`src/rtl/br_csr_issue_ctrl_pkg.sv`:
```
// Types and helpers for the branch/CSR issue controller.
package br_csr_issue_ctrl_pkg;

   typedef enum logic [1:0] {
      RUN       = 2'd0,
      CSR_WAIT  = 2'd1,
      CSR_ISSUE = 2'd2,
      CSR_GAP   = 2'd3
   } br_csr_state_t;

   localparam logic [1:0] CSR_UOP_PREFIX = 2'b11;

   // CSR ops are identified by the top two microop bits.
   function automatic logic is_csr_uop(input logic [4:0] uop);
      return uop[4:3] == CSR_UOP_PREFIX;
   endfunction

endpackage

```
`src/rtl/br_exec_pkg.sv`:
```
// Shared execution-stage payload types.
package br_exec_pkg;

   localparam int unsigned EXEC_TICKET_W = 3;

   // Operation handed from issue to a functional unit.
   typedef struct packed {
      logic                     valid;
      logic [4:0]               microop;
      logic [EXEC_TICKET_W-1:0] ticket;
      logic [4:0]               rd;
      logic [31:0]              rs1_data;
      logic [31:0]              rs2_data;
   } to_execution;

endpackage

```
`src/rtl/br_csr_issue_ctrl_if.sv`:
```
// Issue-side and unit-side handshake bundle for br_csr_issue_ctrl.
interface br_csr_issue_ctrl_if;

   logic                     in_valid;
   logic                     in_ready;
   br_exec_pkg::to_execution in_data;
   logic                     out_valid;
   br_exec_pkg::to_execution out_data;

   modport master (output in_valid, output in_data, input in_ready,
                   input out_valid, input out_data);
   modport slave  (input in_valid, input in_data, output in_ready,
                   output out_valid, output out_data);

endinterface

```
`src/rtl/br_issue_fifo.sv`:
```
// Generic DEPTH-entry queue with flush, empty/full flags and a head read port.
// Pointers carry one wrap bit above the index; head reads as zero when empty.
module br_issue_fifo #(
   parameter int unsigned DEPTH = 4,
   parameter int unsigned WIDTH = 8
) (
   input  logic             clk,
   input  logic             rst,
   input  logic             i_flush,
   input  logic             i_push,
   input  logic [WIDTH-1:0] i_wdata,
   input  logic             i_pop,
   output logic [WIDTH-1:0] o_rdata,
   output logic             o_empty,
   output logic             o_full
);

   localparam int unsigned AW = (DEPTH > 1) ? $clog2(DEPTH) : 1;

   logic [AW:0]      r_wr_ptr;
   logic [AW:0]      r_rd_ptr;
   logic [WIDTH-1:0] r_mem [DEPTH];
   logic             w_wr_en;
   logic             w_rd_en;

   assign o_empty = (r_wr_ptr == r_rd_ptr);
   assign o_full  = (r_wr_ptr[AW-1:0] == r_rd_ptr[AW-1:0]) &&
                    (r_wr_ptr[AW] != r_rd_ptr[AW]);
   assign w_wr_en = i_push & ~o_full & ~i_flush;
   assign w_rd_en = i_pop & ~o_empty & ~i_flush;
   assign o_rdata = o_empty ? '0 : r_mem[r_rd_ptr[AW-1:0]];

   // Pointer update; flush empties the queue and drops any coincident push.
   always_ff @(posedge clk or posedge rst) begin
      if (rst) begin
         r_wr_ptr <= '0;
         r_rd_ptr <= '0;
      end else if (i_flush) begin
         r_wr_ptr <= '0;
         r_rd_ptr <= '0;
      end else begin
         if (w_wr_en) r_wr_ptr <= r_wr_ptr + (AW+1)'(1);
         if (w_rd_en) r_rd_ptr <= r_rd_ptr + (AW+1)'(1);
      end
   end

   // Storage write; contents are don't-care until the pointers cover them.
   always_ff @(posedge clk) begin
      if (w_wr_en) r_mem[r_wr_ptr[AW-1:0]] <= i_wdata;
   end

endmodule

```
`src/rtl/br_csr_issue_ctrl.sv`:
```
// In-order issue controller for the branch/shift/compare/CSR unit.
// Non-CSR ops go out as soon as the unit is free; CSR ops wait for their
// ticket to reach the ROB head and are followed by one bubble cycle.
// Optional perf counters: define BR_CSR_PERF_CNT_EN.
// Note: rst_n is an active-high asynchronous reset.
module br_csr_issue_ctrl
   import br_exec_pkg::*;
   import br_csr_issue_ctrl_pkg::*;
#(
   parameter int unsigned DEPTH    = 4,
   parameter int unsigned TICKET_W = 3
) (
   input  logic                clk,
   input  logic                rst_n,
   br_csr_issue_ctrl_if.slave  bus,
   input  logic                flush,
   input  logic                rob_head_valid,
   input  logic [TICKET_W-1:0] rob_head_ticket,
   input  logic                fu_busy,
   output logic                csr_pending
`ifdef BR_CSR_PERF_CNT_EN
   ,
   output logic [31:0]         csr_stall_cycles,
   output logic [31:0]         full_stall_cycles
`endif
);

   localparam int unsigned DATA_W = $bits(to_execution);

   localparam logic [1:0] S_RUN       = RUN;
   localparam logic [1:0] S_CSR_WAIT  = CSR_WAIT;
   localparam logic [1:0] S_CSR_ISSUE = CSR_ISSUE;
   localparam logic [1:0] S_CSR_GAP   = CSR_GAP;

   logic [1:0]        r_state;
   logic [1:0]        w_state_nxt;
   logic              w_out_valid;
   logic              w_push;
   logic              w_empty;
   logic              w_full;
   logic [DATA_W-1:0] w_head_raw;
   to_execution       w_head;
   logic              w_head_csr;
   logic              w_ticket_match;

   assign w_push = bus.in_valid & ~w_full & ~flush;

   br_issue_fifo #(
      .DEPTH (DEPTH),
      .WIDTH (DATA_W)
   ) u_fifo (
      .clk     (clk),
      .rst     (rst_n),
      .i_flush (flush),
      .i_push  (w_push),
      .i_wdata (bus.in_data),
      .i_pop   (w_out_valid),
      .o_rdata (w_head_raw),
      .o_empty (w_empty),
      .o_full  (w_full)
   );

   assign w_head         = to_execution'(w_head_raw);
   assign w_head_csr     = ~w_empty & is_csr_uop(w_head.microop);
   assign w_ticket_match = rob_head_valid &&
                           (rob_head_ticket == TICKET_W'(w_head.ticket));

   // State register.
   always_ff @(posedge clk or posedge rst_n) begin
      if (rst_n) r_state <= S_RUN;
      else       r_state <= w_state_nxt;
   end

   // Next state and issue decision; flush overrides everything.
   always_comb begin
      w_state_nxt = r_state;
      w_out_valid = 1'b0;
      case (r_state)
         S_RUN: begin
            if (!w_empty) begin
               if (w_head_csr) w_state_nxt = S_CSR_WAIT;
               else            w_out_valid = ~fu_busy;
            end
         end
         S_CSR_WAIT: begin
            if (w_ticket_match) w_state_nxt = S_CSR_ISSUE;
         end
         S_CSR_ISSUE: begin
            w_out_valid = ~fu_busy;
            if (!fu_busy) w_state_nxt = S_CSR_GAP;
         end
         S_CSR_GAP: begin
            w_state_nxt = S_RUN;
         end
         default: begin
            w_state_nxt = S_RUN;
         end
      endcase
      if (flush) begin
         w_out_valid = 1'b0;
         w_state_nxt = S_RUN;
      end
   end

   assign bus.in_ready  = ~w_full;
   assign bus.out_valid = w_out_valid;
   assign bus.out_data  = w_head;
   // A CSR head stays pending until the controller is allowed to issue it.
   assign csr_pending   = w_head_csr & (r_state != S_CSR_ISSUE);

`ifdef BR_CSR_PERF_CNT_EN
   logic [31:0] r_csr_stall_cycles;
   logic [31:0] r_full_stall_cycles;

   // Saturating stall counters; flush does not clear them.
   always_ff @(posedge clk or posedge rst_n) begin
      if (rst_n) begin
         r_csr_stall_cycles  <= '0;
         r_full_stall_cycles <= '0;
      end else begin
         if ((r_state == S_CSR_WAIT) && (r_csr_stall_cycles != '1))
            r_csr_stall_cycles <= r_csr_stall_cycles + 32'd1;
         if (bus.in_valid && w_full && (r_full_stall_cycles != '1))
            r_full_stall_cycles <= r_full_stall_cycles + 32'd1;
      end
   end

   assign csr_stall_cycles  = r_csr_stall_cycles;
   assign full_stall_cycles = r_full_stall_cycles;
`endif

endmodule

```
`src/flat_wrapper.sv`:
```
// flat-port wrapper written by rule: the top's interface ports become plain ports
module br_csr_issue_ctrl_flat import br_exec_pkg::*; import br_csr_issue_ctrl_pkg::*;
#(
   parameter int unsigned DEPTH    = 4,
   parameter int unsigned TICKET_W = 3
)
  (clk, rst_n, flush, rob_head_valid, rob_head_ticket, fu_busy, csr_pending, bus_in_valid, bus_in_data, bus_in_ready, bus_out_valid, bus_out_data);
  br_csr_issue_ctrl_if bus_i ();
  input  logic clk;
  input  logic rst_n;
  input  logic flush;
  input  logic rob_head_valid;
  input  logic [TICKET_W-1:0] rob_head_ticket;
  input  logic fu_busy;
  output logic csr_pending;
  input wire logic [$bits(bus_i.in_valid)-1:0] bus_in_valid;
  input wire logic [$bits(bus_i.in_data)-1:0] bus_in_data;
  output wire logic [$bits(bus_i.in_ready)-1:0] bus_in_ready;
  output wire logic [$bits(bus_i.out_valid)-1:0] bus_out_valid;
  output wire logic [$bits(bus_i.out_data)-1:0] bus_out_data;
  assign bus_i.in_valid = bus_in_valid;
  assign bus_i.in_data = bus_in_data;
  assign bus_in_ready = bus_i.in_ready;
  assign bus_out_valid = bus_i.out_valid;
  assign bus_out_data = bus_i.out_data;
  br_csr_issue_ctrl #(.DEPTH(DEPTH), .TICKET_W(TICKET_W)) u_core (.clk(clk), .rst_n(rst_n), .bus(bus_i), .flush(flush), .rob_head_valid(rob_head_valid), .rob_head_ticket(rob_head_ticket), .fu_busy(fu_busy), .csr_pending(csr_pending));
endmodule
```
`config.mk`:
```
export PLATFORM = sky130hd
export DESIGN_NAME = br_csr_issue_ctrl_flat
export DESIGN_NICKNAME = d
export VERILOG_FILES = /design/src/rtl/br_csr_issue_ctrl_pkg.sv /design/src/rtl/br_exec_pkg.sv /design/src/rtl/br_csr_issue_ctrl_if.sv /design/src/rtl/br_issue_fifo.sv /design/src/rtl/br_csr_issue_ctrl.sv /design/src/flat_wrapper.sv
export SDC_FILE = /design/constraint.sdc
export NUM_CORES = 1
export LEC_CHECK = 0
export BUFFER_PORTS_ARGS = -buffer_cell sky130_fd_sc_hd__buf_4
export CORE_ASPECT_RATIO = 0.9
export CORE_MARGIN = 1.5
export CORE_UTILIZATION = 35
export DETAILED_ROUTE_END_ITERATION = 6
export PLACE_DENSITY_LB_ADDON = 0.3
export SLEW_MARGIN = 20
export SYNTH_ARGS = -nofsm -noshare
export SYNTH_HDL_FRONTEND = slang
export SYNTH_SLANG_ARGS = --single-unit
export TNS_END_PERCENT = 100
```
`constraint.sdc`:
```
create_clock -name clk -period 3.4 [get_ports clk]
set_input_delay 0 -clock clk [delete_from_list [all_inputs] [get_ports clk]]
set_output_delay 0 -clock clk [all_outputs]
set_load 0.02 [all_outputs]
```
; Word level (Yosys, flattened, before mapping)
; Memory sizes are Yosys's and may differ from the RTL's.
; Index checks and enable logic that the tools add are counted.
[classes]
bitwise = 12
muxes = 17
eq_ne = 13
add_sub_neg = 2
n_reduce_logical = 6
[ops]
columns = cell, count
row1 = two-way mux 78 bit, 1
row2 = two-way mux 3 bit, 4
row3 = two-way mux 2 bit, 5
row4 = AND 1 bit, 8
row5 = one-hot mux 2 bit (4 select lines), 1
row6 = "adder 3 x 1 -> 3 bit, second input constant", 2
row7 = "== test 2 bit, second input constant", 3
row8 = == test 3 bit, 2
row9 = "!= test 3 x 2 -> 1 bit, second input constant", 2
row10 = "!= test 3 bit, second input constant", 2
row11 = two-way mux 1 bit, 5
row12 = inverter 1 bit, 4
row13 = AND reduction 4 bit, 1
row14 = nonzero test 2 bit, 2
row15 = "== test 2 x 1 -> 1 bit, second input constant", 1
row16 = == test 2 bit, 1
row17 = logical AND 1 bit, 2
row18 = logical NOT 2 bit, 1
row19 = "!= test 2 bit, second input constant", 1
row20 = one-hot mux 1 bit (2 select lines), 1
row21 = != test 1 bit, 1
[totals]
ram_bits = 312
regBits = 8
inputBits = 87
n_memories = 1
out_inout_bits = 81
[memory_table]
columns = memory, words, word_bits, read_ports, rd_ports_with_merged_regs, wr, line
row1 = u_core.u_fifo.r_mem, 4, 78, 1, 0, 1, br_issue_fifo.sv:22  ; logic [WIDTH-1:0] r_mem [DEPTH];

; Depth between registers and ports, before layout
; Gate-level depths: netlist of the first run.
[logic_depth]
ltp_word = 12
mapped_depth = 7

; Modules after synthesis
; A second synthesis of the first run with hierarchy kept.
[hier_totals]
hier_cells = 586
hier_area_um2 = 12583.3
[by_module_without_submodules]
columns = module, area_per_inst_um2, instances, cells_each
row1 = br_issue_fifo, 12359.4, 1, 558
row2 = br_csr_issue_ctrl, 224.0, 1, 28

; Worst setup path before layout of the first run
; Ideal clock, no wire load.
[synth_timing]
path_kind = reg2reg
start = reg u_core.u_fifo.r_rd_ptr[1]
end = mem u_core.u_fifo.r_mem[0][0] (netlist bit), enable pin
path_slack_ns = -0.249
period_less_slack_ns = 3.649
path_stages_with_launch = 8
n_path_buf = 1
arrival_time_ns = 3.204
path_cell_list = dfrtp_1 > buf_2 > xor2_1 > nor2_1 > nand2_1 > nand2_1 > nor2_1 > and2_1
[synth_between]
elab_chain_len = 9
[synth_rtl]
columns = item, line
row1 = start: declaration, br_issue_fifo.sv:21  ; logic [AW:0] r_rd_ptr;
row2 = start signal: assignment, br_issue_fifo.sv:43  ; if (w_rd_en) r_rd_ptr <= r_rd_ptr + (AW+1)'(1);
row3 = == test 2 bit *, br_issue_fifo.sv:27  ; assign o_full = (r_wr_ptr[AW-1:0] == r_rd_ptr[AW-1:0]) &&
row4 = logical AND 1 bit *, br_issue_fifo.sv:27
row5 = inverter 1 bit *, -
row6 = net bus_in_ready, flat_wrapper.sv:18  ; output wire logic [$bits(bus_i.in_ready)-1:0] bus_in_ready;
row7 = AND 1 bit (2 in series), br_csr_issue_ctrl.sv:46  ; assign w_push = bus.in_valid & ~w_full & ~flush;
row8 = AND 1 bit * (2 in series), br_issue_fifo.sv:29  ; assign w_wr_en = i_push & ~o_full & ~i_flush;
row9 = two-way mux 1 bit *, br_issue_fifo.sv:49  ; if (w_wr_en) r_mem[r_wr_ptr[AW-1:0]] <= i_wdata;
row10 = two-way mux 1 bit (implied by the code) *, br_issue_fifo.sv:49
row11 = end: declaration, br_issue_fifo.sv:22
; The timed path passes the listed nets; every way through them passes the cells marked *.

; Final worst setup path of the first run
[layout_timing]
start = reg u_core.u_fifo.r_rd_ptr[0]
end = reg u_core.r_state[0]
[layout_between]
elab_chain_len = 6
elab_cells_between_ends = 12
cone_classes = eq/ne: 6 / mux: 1 / bitwise: 2 / reduce/logical: 2 / memory: 1
[layout_rtl]
columns = item, line
row1 = memory (4 x 78 bit) / == test 3 bit (equally long branches), -
row2 = two-way mux 78 bit, br_issue_fifo.sv:31  ; assign o_rdata = o_empty ? '0 : r_mem[r_rd_ptr[AW-1:0]];
row3 = == test 2 bit / == test 3 bit (equally long branches), "br_csr_issue_ctrl_pkg.sv:15, br_csr_issue_ctrl.sv:66"
row4 = AND 1 bit / logical AND 1 bit (equally long branches), "br_csr_issue_ctrl.sv:64, br_csr_issue_ctrl.sv:65"
row5 = != test 3 x 2 -> 1 bit (no source line), -
row6 = AND reduction 4 bit (no source line) *, -
row7 = end signal: assignment, br_csr_issue_ctrl.sv:71  ; else r_state <= w_state_nxt;
row8 = end: declaration, br_csr_issue_ctrl.sv:35  ; logic [1:0] r_state;
; Every way passes the cells marked *; elsewhere a longest branch is shown, timed or not.
; A chain may end at the register's enable or synchronous reset.

==> summary.md, run 1 <==
| Metric | Value |
|---|---|
| CP Cell Sequence | `buf_4 -> mux2i_1 -> o21ai_0 -> nand3_1 -> dlygate4sd3_1 -> a221oi_2 -> mux2_1` |
| Site Rows | `65` |
| Setup repair bufs after CTS | `0` |
| Syn Area/Cell | `roughly 22 sq um` |
| Die Area | `about 37000 sq um` |
| Fin crit share | `between 80% and 90%` |
| Largest net degree at the start of global routing | `between 60 and 70` |
| CTS Sinks | `320` |
| Number of I/O pins | `roughly 170` |
| Critical Path Slowest Stage Cell | `dfrtp_4` |
| Largest family of logic cells by synthesized area | `multiplexers` |
| Synthesis-stage register bit count | `320` |
| VDD IR max | `323 uV` |
| Final Hold Viols | `0` |
| Worst setup path class | `reg2reg` |
| F_max | `between 0.3 and 0.4 GHz` |
| Critical Path Source Type | `flop` |
| Top Usage Layer GRT | `met2` |
| DR iter-0 viols | `slightly below 300` |
| Most frequent cells in the layout | `edfxtp_1 (312), buf_4 (175), dlygate4sd3_1 (86), mux4_2 (77), and2_1 (76)` |
| DP Wirelength | `15400 um` |
| Reg2Reg Depth | `7` |
| Fin Setup TNS | `0 ns` |
| Met3 Resource Use GR | `about 3.2%` |
| Starting density of the core | `a little over a third` |
| Total CTS buffers | `35` |
| Final Max Slew Viols | `0` |
| P per Cell Area | `630 nW/um^2` |
| Mapped Nets | `between 600 and 700` |
| Slew @ Worst Pin | `between 0.7 and 0.8 ns` |
| RSZ-0062 raised after global routing | `no` |
| Worst path required time | `between 3 and 4 ns` |
| Sequential-to-total area share from yosys stat | `between 70% and 80%` |
| Synth area leaders | `edfxtp_1 (76%), mux4_2 (14%), and2_1 (4.0%)` |
| Cell taking the most area after synthesis | `edfxtp_1` |
| Status | `completed` |
| Final WL | `between 20000 and 30000 um` |
| Synth Area in Simple Gates | `5.05%` |
| Slew HR | `49.5%` |
| Leakage | `about 5.6 nW` |
| Die H | `~180 um` |
| Grt ovf | `0` |
| Nets | `around 950` |
| Hold_buf cts | `between 80 and 90` |
| Synth Area in Adders | `0.807%` |
| Reg2reg start | `u_core.u_fifo.r_rd_ptr[0]` |
| Worst EP arrival | `3.44 ns` |
| Final setup violation count | `0` |
| Core Region | `between 30000 and 40000 sq um` |
| H-tree Lvls | `2` |
| Skew-Pair Late Insertion Delay | `~0.5 ns` |
| Global-route wire length before repair | `a little over 40000 um` |
| Max stage delay on crit path | `around 0.68 ns` |
| Number of max-cap violations | `0` |
| Yosys warning total | `0` |
| Worst-case clock buffer depth | `3` |
| Area Overhead vs Synth | `31.6%` |
| Clk root buf | `clkbuf_16` |
| Initial antenna violation count | `0` |
| Vias | `~6400` |
| Fin crit period | `about 3.1 ns` |
| Post-route ant nets | `0` |
| Pre-antenna DRT Iters | `4` |
| Tot Pwr | `roughly 0.010 W` |
| Reg2reg end | `u_core.r_state[0]` |
| Ant. Diodes | `0` |
| Via-per-instance ratio | `~4.7` |
| Worst Hold Class | `in2async` |
| Synth Area in Compound Gates | `less than 1%` |
| CP Max Fanout | `29` |
| Yosys top cell area share | `around 76%` |
| Unique masters post-synth | `31` |
| Clk slew on worst S/H paths | `approximately 0.06 ns` |
| CTS tree | `yes` |
| Vias in the first global route | `between 6000 and 7000` |
| Xor and xnor area share after synthesis | `less than 1%` |
| DR WL/cell | `about 19 um` |
| CTS resizes | `0` |
| Global router's overall resource usage | `14.5%` |
| M2 GR Usage | `approximately a quarter` |
| Layout cells sized above 1 | `between 30% and 40%` |
| Grt met1 use | `about a fifth` |
| R2R setup slack | `around 0.34 ns` |
| Most common cell after layout, fill and taps aside | `edfxtp_1` |
| Post-synthesis cell count | `about 570` |
| Post-Syn Area | `12400 sq um` |
| Mux cell area share after synthesis | `roughly 14%` |
| Crit end category | `flop` |
| Clock Skew | `0.00945 ns` |
| Die width | `roughly 200 um` |
| Buffers added on ports | `between 150 and 200` |
| Placer Congestion | `around 0.70` |
| DRC viols | `0` |
sequential cells by signal, summed over array words and instances (netlist names):
register	flops
u_core.u_fifo.r_wr_ptr	3
u_core.u_fifo.r_mem	312
u_core.r_state	2
u_core.u_fifo.r_rd_ptr	3
routing by layer:
layer	up-vias	wire [um]
met5	-	0
met4	0	439
met3	35	1390
met2	162	12500
met1	3312	11600
li1	2884	-
power by group:
part           leakage, nW  internal (W)  switching [W]
registers             2.94       0.00446      0.0000679
clock network        0.524       0.00208        0.00144
logic                 2.15       0.00106        0.00117
total                 5.62       0.00761        0.00267
cells in the mapped netlist:
library cell	number
xor2_1	5
a21boi_0	2
o21ai_0	6
ha_1	8
dfrtp_1	8
a22o_1	1
nor2b_1	2
o31ai_1	1
buf_2	8
nor3_1	3
edfxtp_1	312
buf_6	1
nand3_1	4
nand3b_1	2
a221oi_2	1
nand2b_1	2
and2_1	80
xnor2_1	1
mux2_2	2
buf_1	2
o31ai_2	1
or3_1	1
clkbuf_1	16
a221oi_1	2
a21oi_1	2
nor2_1	9
mux2_1	1
mux2i_1	2
inv_1	9
mux4_2	77
nand2_1	3
worst max-delay path, delay by kind of cell, from the launching register on:
family	cells	cell delay [ns]
buf+inv	2	1.14
simple gates	1	0.08
compound gates	2	0.51
flops	1	0.68
mux	2	0.53
kinds of logic (layout without fill, tap and decap cells):
group	Yosys count	after routing
compound gates	16	16
xor+xnor	6	6
fa+ha+maj	8	8
buf+inv	36	342
flops	320	320
mux	82	82
simple gates	106	106
how the worst max path moves through the flow:
stage / startpoint / endpoint / slack (ns) / depth (start not counted)
after floorplan: u_core.u_fifo.r_rd_ptr[1] / u_core.u_fifo.r_mem[0][0] / 0.61 / 7
after global placement: u_core.u_fifo.r_rd_ptr[0] / u_core.r_state[0] / 0.76 / 6
after detailed placement: u_core.u_fifo.r_rd_ptr[0] / u_core.r_state[0] / 0.69 / 6
after CTS: u_core.u_fifo.r_rd_ptr[0] / u_core.r_state[0] / 0.24 / 7
after global routing: u_core.u_fifo.r_rd_ptr[0] / u_core.r_state[0] / 0.09 / 7
final: u_core.u_fifo.r_rd_ptr[0] / u_core.r_state[0] / 0.34 / 7
layout make-up:
| type | count | area [sq um] |
|---|---|---|
| repair buffers | 270 | 2350 |
| clock inverters | 16 | 100 |
| flip-flops and latches | 320 | 9580 |
| well taps | 469 | 587 |
| inverters | 9 | 33.8 |
| fillers | 2981 | 18700 |
| clock buffers | 47 | 973 |
| multi-input cells | 218 | 2700 |
through the flow:
step | instances | cell area, sq um | util, % | hold WS (ns) | worst slack [ns]
CTS | 1349 | 16300 | 46.7 | 0.0298 | 0.241
global placement | 1200 | 14400 | 41.1 | 0.0132 | 0.756
floorplan | 574 | 12400 | - | -0.184 | 0.611
global route | 1349 | 16300 | 46.7 | 0.0615 | 0.0891
finish | 1349 | 16300 | 46.7 | 0.0566 | 0.342
detailed placement | 1200 | 14400 | 41.1 | 0.00880 | 0.690
No activity file was read; power rests on OpenSTA's default activity.
==> run 2: changes to the inputs <==
--- a/config.mk
+++ b/config.mk
@@ -11,6 +11,7 @@
 export CORE_UTILIZATION = 35
 export DETAILED_ROUTE_END_ITERATION = 6
 export PLACE_DENSITY_LB_ADDON = 0.3
+export RECOVER_POWER = 50
 export SLEW_MARGIN = 20
 export SYNTH_ARGS = -nofsm -noshare
 export SYNTH_HDL_FRONTEND = slang
==> constraint.sdc (replaced) <==
create_clock -name clk -period 3.7 [get_ports clk]
set_input_delay 0 -clock clk [delete_from_list [all_inputs] [get_ports clk]]
set_output_delay 0 -clock clk [all_outputs]
set_load 0.02 [all_outputs]
==> summary.md, run 2 (synthesis gave the netlist of run 1 again) <==
| Metric | Value |
|---|---|
| Wire length on met3 | `about 1300 um` |
| Layout cells sized above 1 | `between 20% and 30%` |
| Skew-Pair Late Insertion Delay | `around 0.50 ns` |
| Fill cells | `3102` |
| Critical Path Source Type | `flop` |
| Clock Skew | `between 0.02 and 0.025 ns` |
| Worst setup path class | `reg2reg` |
| Grt ovf | `0` |
| Final setup violation count | `0` |
| Status | `completed` |
| DRC viols | `0` |
| Worst path required time | `~4.1 ns` |
| Global-route wire length before repair | `around 40000 um` |
| Vias | `around 6300` |
| Area Overhead vs Synth | `28.4%` |
| Die width | `between 200 and 250 um` |
| Starting density of the core | `a little over a third` |
| Clk slew on worst S/H paths | `0.06 ns` |
| Nets | `947` |
| Leakage | `around 5.3 nW` |
| CP Max Fanout | `31` |
| CTS Sinks | `320` |
| P per Cell Area | `approximately 590 nW/um^2` |
| DR iter-0 viols | `roughly 370` |
| Clk root buf | `clkbuf_16` |
| Slew @ Worst Pin | `0.821 ns` |
| Initial antenna violation count | `0` |
| Crit end category | `flop` |
| Number of max-cap violations | `0` |
| H-tree Lvls | `2` |
| VDD IR max | `~330 uV` |
| Vias in the first global route | `approximately 6600` |
| Fin Setup TNS | `0 ns` |
| Final Hold Viols | `0` |
| Max layer used | `met4` |
| Most frequent cells in the layout | `edfxtp_1 (312), clkbuf_1 (95), buf_4 (88), dlygate4sd3_1 (85), mux4_2 (77)` |
| Total CTS buffers | `35` |
| Fin crit share | `90.9%` |
| Final WL | `between 20000 and 30000 um` |
| Setup repair bufs after CTS | `0` |
| Fin crit period | `between 3 and 4 ns` |
| DR WL/cell | `about 19 um` |
| Placer Congestion | `between 0.6 and 0.7` |
| Via-per-instance ratio | `4.66` |
| Global router's overall resource usage | `between 10 and 15%` |
| Met2 wire len | `between 10000 and 15000 um` |
| Most common cell after layout, fill and taps aside | `edfxtp_1` |
| Register area | `~9600 sq um` |
| Largest net degree at the start of global routing | `42` |
| Final Max Slew Viols | `0` |
| Buffers added on ports | `167` |
| CTS tree | `yes` |
| Die H | `182 um` |
| Worst EP arrival | `3.77 ns` |
| Ant. Diodes | `0` |
| Worst-case clock buffer depth | `3` |
| Die Area | `36600 sq um` |
| Core Region | `between 30000 and 40000 sq um` |
| Max FFs per register | `~310` |
| CTS resizes | `0` |
| RSZ-0062 raised after global routing | `no` |
| Wire length on met1 | `about 12000 um` |
| Multi-input gate area | `2700 sq um` |
| Pre-antenna DRT Iters | `6` |
| Site Rows | `65` |
| Post-route ant nets | `0` |
| Final worst-path setup slack | `~0.34 ns` |
| Final core occ | `a little under half` |
| F_max | `0.297 GHz` |
| DP Wirelength | `16200 um` |
| Pre-CTS setup slack | `0.819 ns` |
| Worst Hold Class | `in2reg` |
| Slew HR | `between 40% and 50%` |
| Number of I/O pins | `between 150 and 200` |
-- run 2: per-layer routing --
layer	up-vias	track usage [%]
met3	36	2.62
met5	-	0
met1	3191	20.1
met2	161	23.1
li1	2875	-
met4	0	3.34
-- run 2: layout make-up --
type                    count  share of cell area [%]
flip-flops and latches    320                    60.1
multi-input cells         218                    16.9
repair buffers            268                    12.5
clock buffers              44                    5.71
well taps                 469                    3.68
clock inverters            17                   0.872
inverters                   9                   0.212
-- run 2: path summary, 6_finish.rpt --
check | startpoint | endpoint | slack, ns | depth (start not counted)
setup / recovery | u_core.u_fifo.r_rd_ptr[1] | u_core.r_state[1] | 0.34 | 8
hold / removal | fu_busy | u_core.u_fifo.r_rd_ptr[2] | 0.03 | 4
setup reg to reg | u_core.u_fifo.r_rd_ptr[1] | u_core.r_state[1] | 0.34 | 8
hold reg to reg | u_core.u_fifo.r_rd_ptr[2] | u_core.u_fifo.r_rd_ptr[2] | 0.51 | 1
max in group asynchronous | rst_n | u_core.u_fifo.r_rd_ptr[0] | 3.38 | 3
min in group asynchronous | rst_n | u_core.u_fifo.r_rd_ptr[2] | 0.05 | 3
-- run 2: metrics by stage --
step                area, sq um  hold slack [ns]  instances  total power, W
CTS                       16300           0.0197       1345         0.00956
global route              15900           0.0445       1345         0.00976
detailed placement        14400          -0.0107       1199         0.00628
global placement          14400         -0.00395       1199         0.00627
finish                    15900           0.0345       1345         0.00936
floorplan                 12400           -0.184        574         0.00545
-- run 2: power by group --
| group | internal, W | switching (W) | total [W] |
|---|---|---|---|
| combinational | 0.000927 | 0.00111 | 0.00203 |
| sequential | 0.00410 | 0.0000424 | 0.00414 |
| clock | 0.00188 | 0.00130 | 0.00319 |
-- run 2: repair_timing --
item / 4_1_cts / 5_1_grt
hold buffers: 85 / 0
setup endpoints to repair: 0 / 0
hold endpoints to repair: 328 / 0
-- run 2: critical path, stage by stage, from the launching register on --
cell           delay (ns)
dfrtp_4              0.75
xor2_1               0.22
o31ai_2              0.32
xor2_1               0.19
nand3_1              0.09
dlygate4sd3_1        0.58
a221oi_2             0.33
dlygate4sd3_1        0.62
mux2i_1              0.18
==> run 3: changes to the inputs <==
--- a/config.mk
+++ b/config.mk
@@ -10,7 +10,6 @@
 export CORE_MARGIN = 1.5
 export CORE_UTILIZATION = 35
 export DETAILED_ROUTE_END_ITERATION = 6
-export PLACE_DENSITY_LB_ADDON = 0.3
 export RECOVER_POWER = 50
 export SLEW_MARGIN = 20
 export SYNTH_ARGS = -nofsm -noshare
==> summary.md, run 3 (synthesis gave the netlist of run 1 again) <==
| Metric | Value |
|---|---|
| Fin crit period | `3.49 ns` |
| Nets | `948` |
| Worst EP arrival | `3.89 ns` |
| Area Overhead vs Synth | `29.0%` |
| Worst path required time | `just over 4 ns` |
| Register area | `between 9000 and 10000 sq um` |
| RSZ-0062 raised after global routing | `no` |
| Clk root buf | `clkbuf_16` |
| Die Area | `36600 sq um` |
| Largest net degree at the start of global routing | `42` |
| Max FFs per register | `between 300 and 400` |
| Number of I/O pins | `168` |
| Global-route wire length before repair | `approximately 40000 um` |
| Slew @ Worst Pin | `0.852 ns` |
| Crit end category | `flop` |
| CP Max Fanout | `41` |
| Fill cells | `between 3000 and 4000` |
| DR WL/cell | `19.2 um` |
| Number of max-cap violations | `0` |
| Critical Path Source Type | `flop` |
| Worst-case clock buffer depth | `3` |
| F_max | `between 0.2 and 0.3 GHz` |
| Worst Hold Class | `in2async` |
| Layout cells sized above 1 | `26.9%` |
| Via-per-instance ratio | `~4.7` |
| CTS tree | `yes` |
| Most frequent cells in the layout | `edfxtp_1 (312), buf_4 (97), clkbuf_1 (89), dlygate4sd3_1 (86), mux4_2 (77)` |
| Most common cell after layout, fill and taps aside | `edfxtp_1` |
| Total CTS buffers | `35` |
| Clock Skew | `0.0169 ns` |
| DR iter-0 viols | `between 300 and 400` |
| Worst setup path class | `reg2reg` |
| Leakage | `~5.3 nW` |
| Fin crit share | `94.4%` |
| DP Wirelength | `roughly 15000 um` |
| Grt met1 use | `19.4%` |
| Hold_ws | `0.0189 ns` |
| Final setup violation count | `0` |
| Initial antenna violation count | `0` |
| Met3 Resource Use GR | `3.14%` |
| DRC viols | `0` |
| Final WL | `~26000 um` |
| Die H | `around 180 um` |
| Post-route ant nets | `0` |
| Status | `completed` |
| CTS Sinks | `between 300 and 400` |
| Top Usage Layer GRT | `met2` |
| Final Max Slew Viols | `0` |
| Vias in the first global route | `slightly below 7000` |
| Placer Congestion | `0.707` |
| Die width | `around 200 um` |
| M2 GR Usage | `22.8%` |
| Starting density of the core | `35.5%` |
| Pre-antenna DRT Iters | `4` |
| Reg2Reg Depth | `9` |
| H-tree Lvls | `2` |
| Global router's overall resource usage | `14.3%` |
| Clk slew on worst S/H paths | `about 0.060 ns` |
| Final Hold Viols | `0` |
| P per Cell Area | `597 nW/um^2` |
| Multi-input gate area | `~2700 sq um` |
| Buffers added on ports | `167` |
| Ant. Diodes | `0` |
| Skew-Pair Late Insertion Delay | `~0.52 ns` |
| Core Region | `roughly 35000 sq um` |
| Site Rows | `65` |
| Grt ovf | `0` |
| Fin Setup TNS | `0 ns` |
| VDD IR max | `~380 uV` |
| Vias | `between 6000 and 7000` |
| Slew HR | `between 40% and 50%` |
==> run 3: what timing repair did <==
item | in CTS | in global routing
hold buffers | 86 | 0
buffers inserted | 0 | 1
resized for setup | 0 | 1
endpoints found under the hold margin | 328 | 0
setup endpoints to repair | 0 | 1
==> run 3: path summary, 6_finish.rpt <==
| check | from | endpoint | slack [ns] |
|---|---|---|---|
| max reg2reg | u_core.u_fifo.r_rd_ptr[1] | u_core.r_state[0] | 0.21 |
| min | rst_n | u_core.r_state[1] | 0.02 |
| min in group clk | bus_in_data[37] | u_core.u_fifo.r_mem[3][37] | 0.30 |
| max in group asynchronous | rst_n | u_core.u_fifo.r_rd_ptr[0] | 3.39 |
| max | u_core.u_fifo.r_rd_ptr[1] | u_core.r_state[0] | 0.21 |
| min reg2reg | u_core.u_fifo.r_rd_ptr[2] | u_core.u_fifo.r_rd_ptr[2] | 0.51 |
==> run 3: power breakdown <==
part	total [W]	switching [W]	internal (W)
sequential	0.00415	0.0000487	0.00410
combinational	0.00207	0.00110	0.000965
clock	0.00335	0.00131	0.00204
total	0.00956	0.00246	0.00710
==> run 3: layout make-up <==
type,instances,area share [%]
Multi-Input combinational cell,218,16.8
Clock inverter,13,0.899
Clock buffer,47,6.02
Timing Repair Buffer,269,12.6
Inverter,9,0.211
Sequential cell,320,59.8
Tap cell,469,3.67
==> run 3: through the flow <==
stage / cells / worst slack [ns] / area [sq um] / utilization (%) / power, W
global route: 1345 / 0.0633 / 16000 / 45.8 / 0.00996
CTS: 1344 / 0.00403 / 16300 / 46.5 / 0.00971
detailed placement: 1198 / 0.828 / 14300 / 40.9 / 0.00627
global placement: 1198 / 0.896 / 14300 / 40.9 / 0.00626
floorplan: 574 / 0.0510 / 12400 / - / 0.00545
finish: 1345 / 0.207 / 16000 / 45.8 / 0.00956
==> run 3: worst max-delay path, cell delays in order (launching register included) <==
cell	delay [ns]
dfrtp_4	0.42
buf_6	0.39
mux4_2	0.40
o31ai_2	0.11
xor2_1	0.18
nand3_1	0.08
dlygate4sd3_1	0.57
a221oi_2	0.26
dlygate4sd3_1	0.62
mux2_1	0.32
==> run 3: layer usage <==
metal | wire, um | share of wire (%) | vias to the layer above
met5 | 0 | 0 | -
met4 | 655 | 2.5 | 0
met3 | 1490 | 5.7 | 52
met2 | 12100 | 47 | 184
met1 | 11600 | 45 | 3244
li1 | - | - | 2872
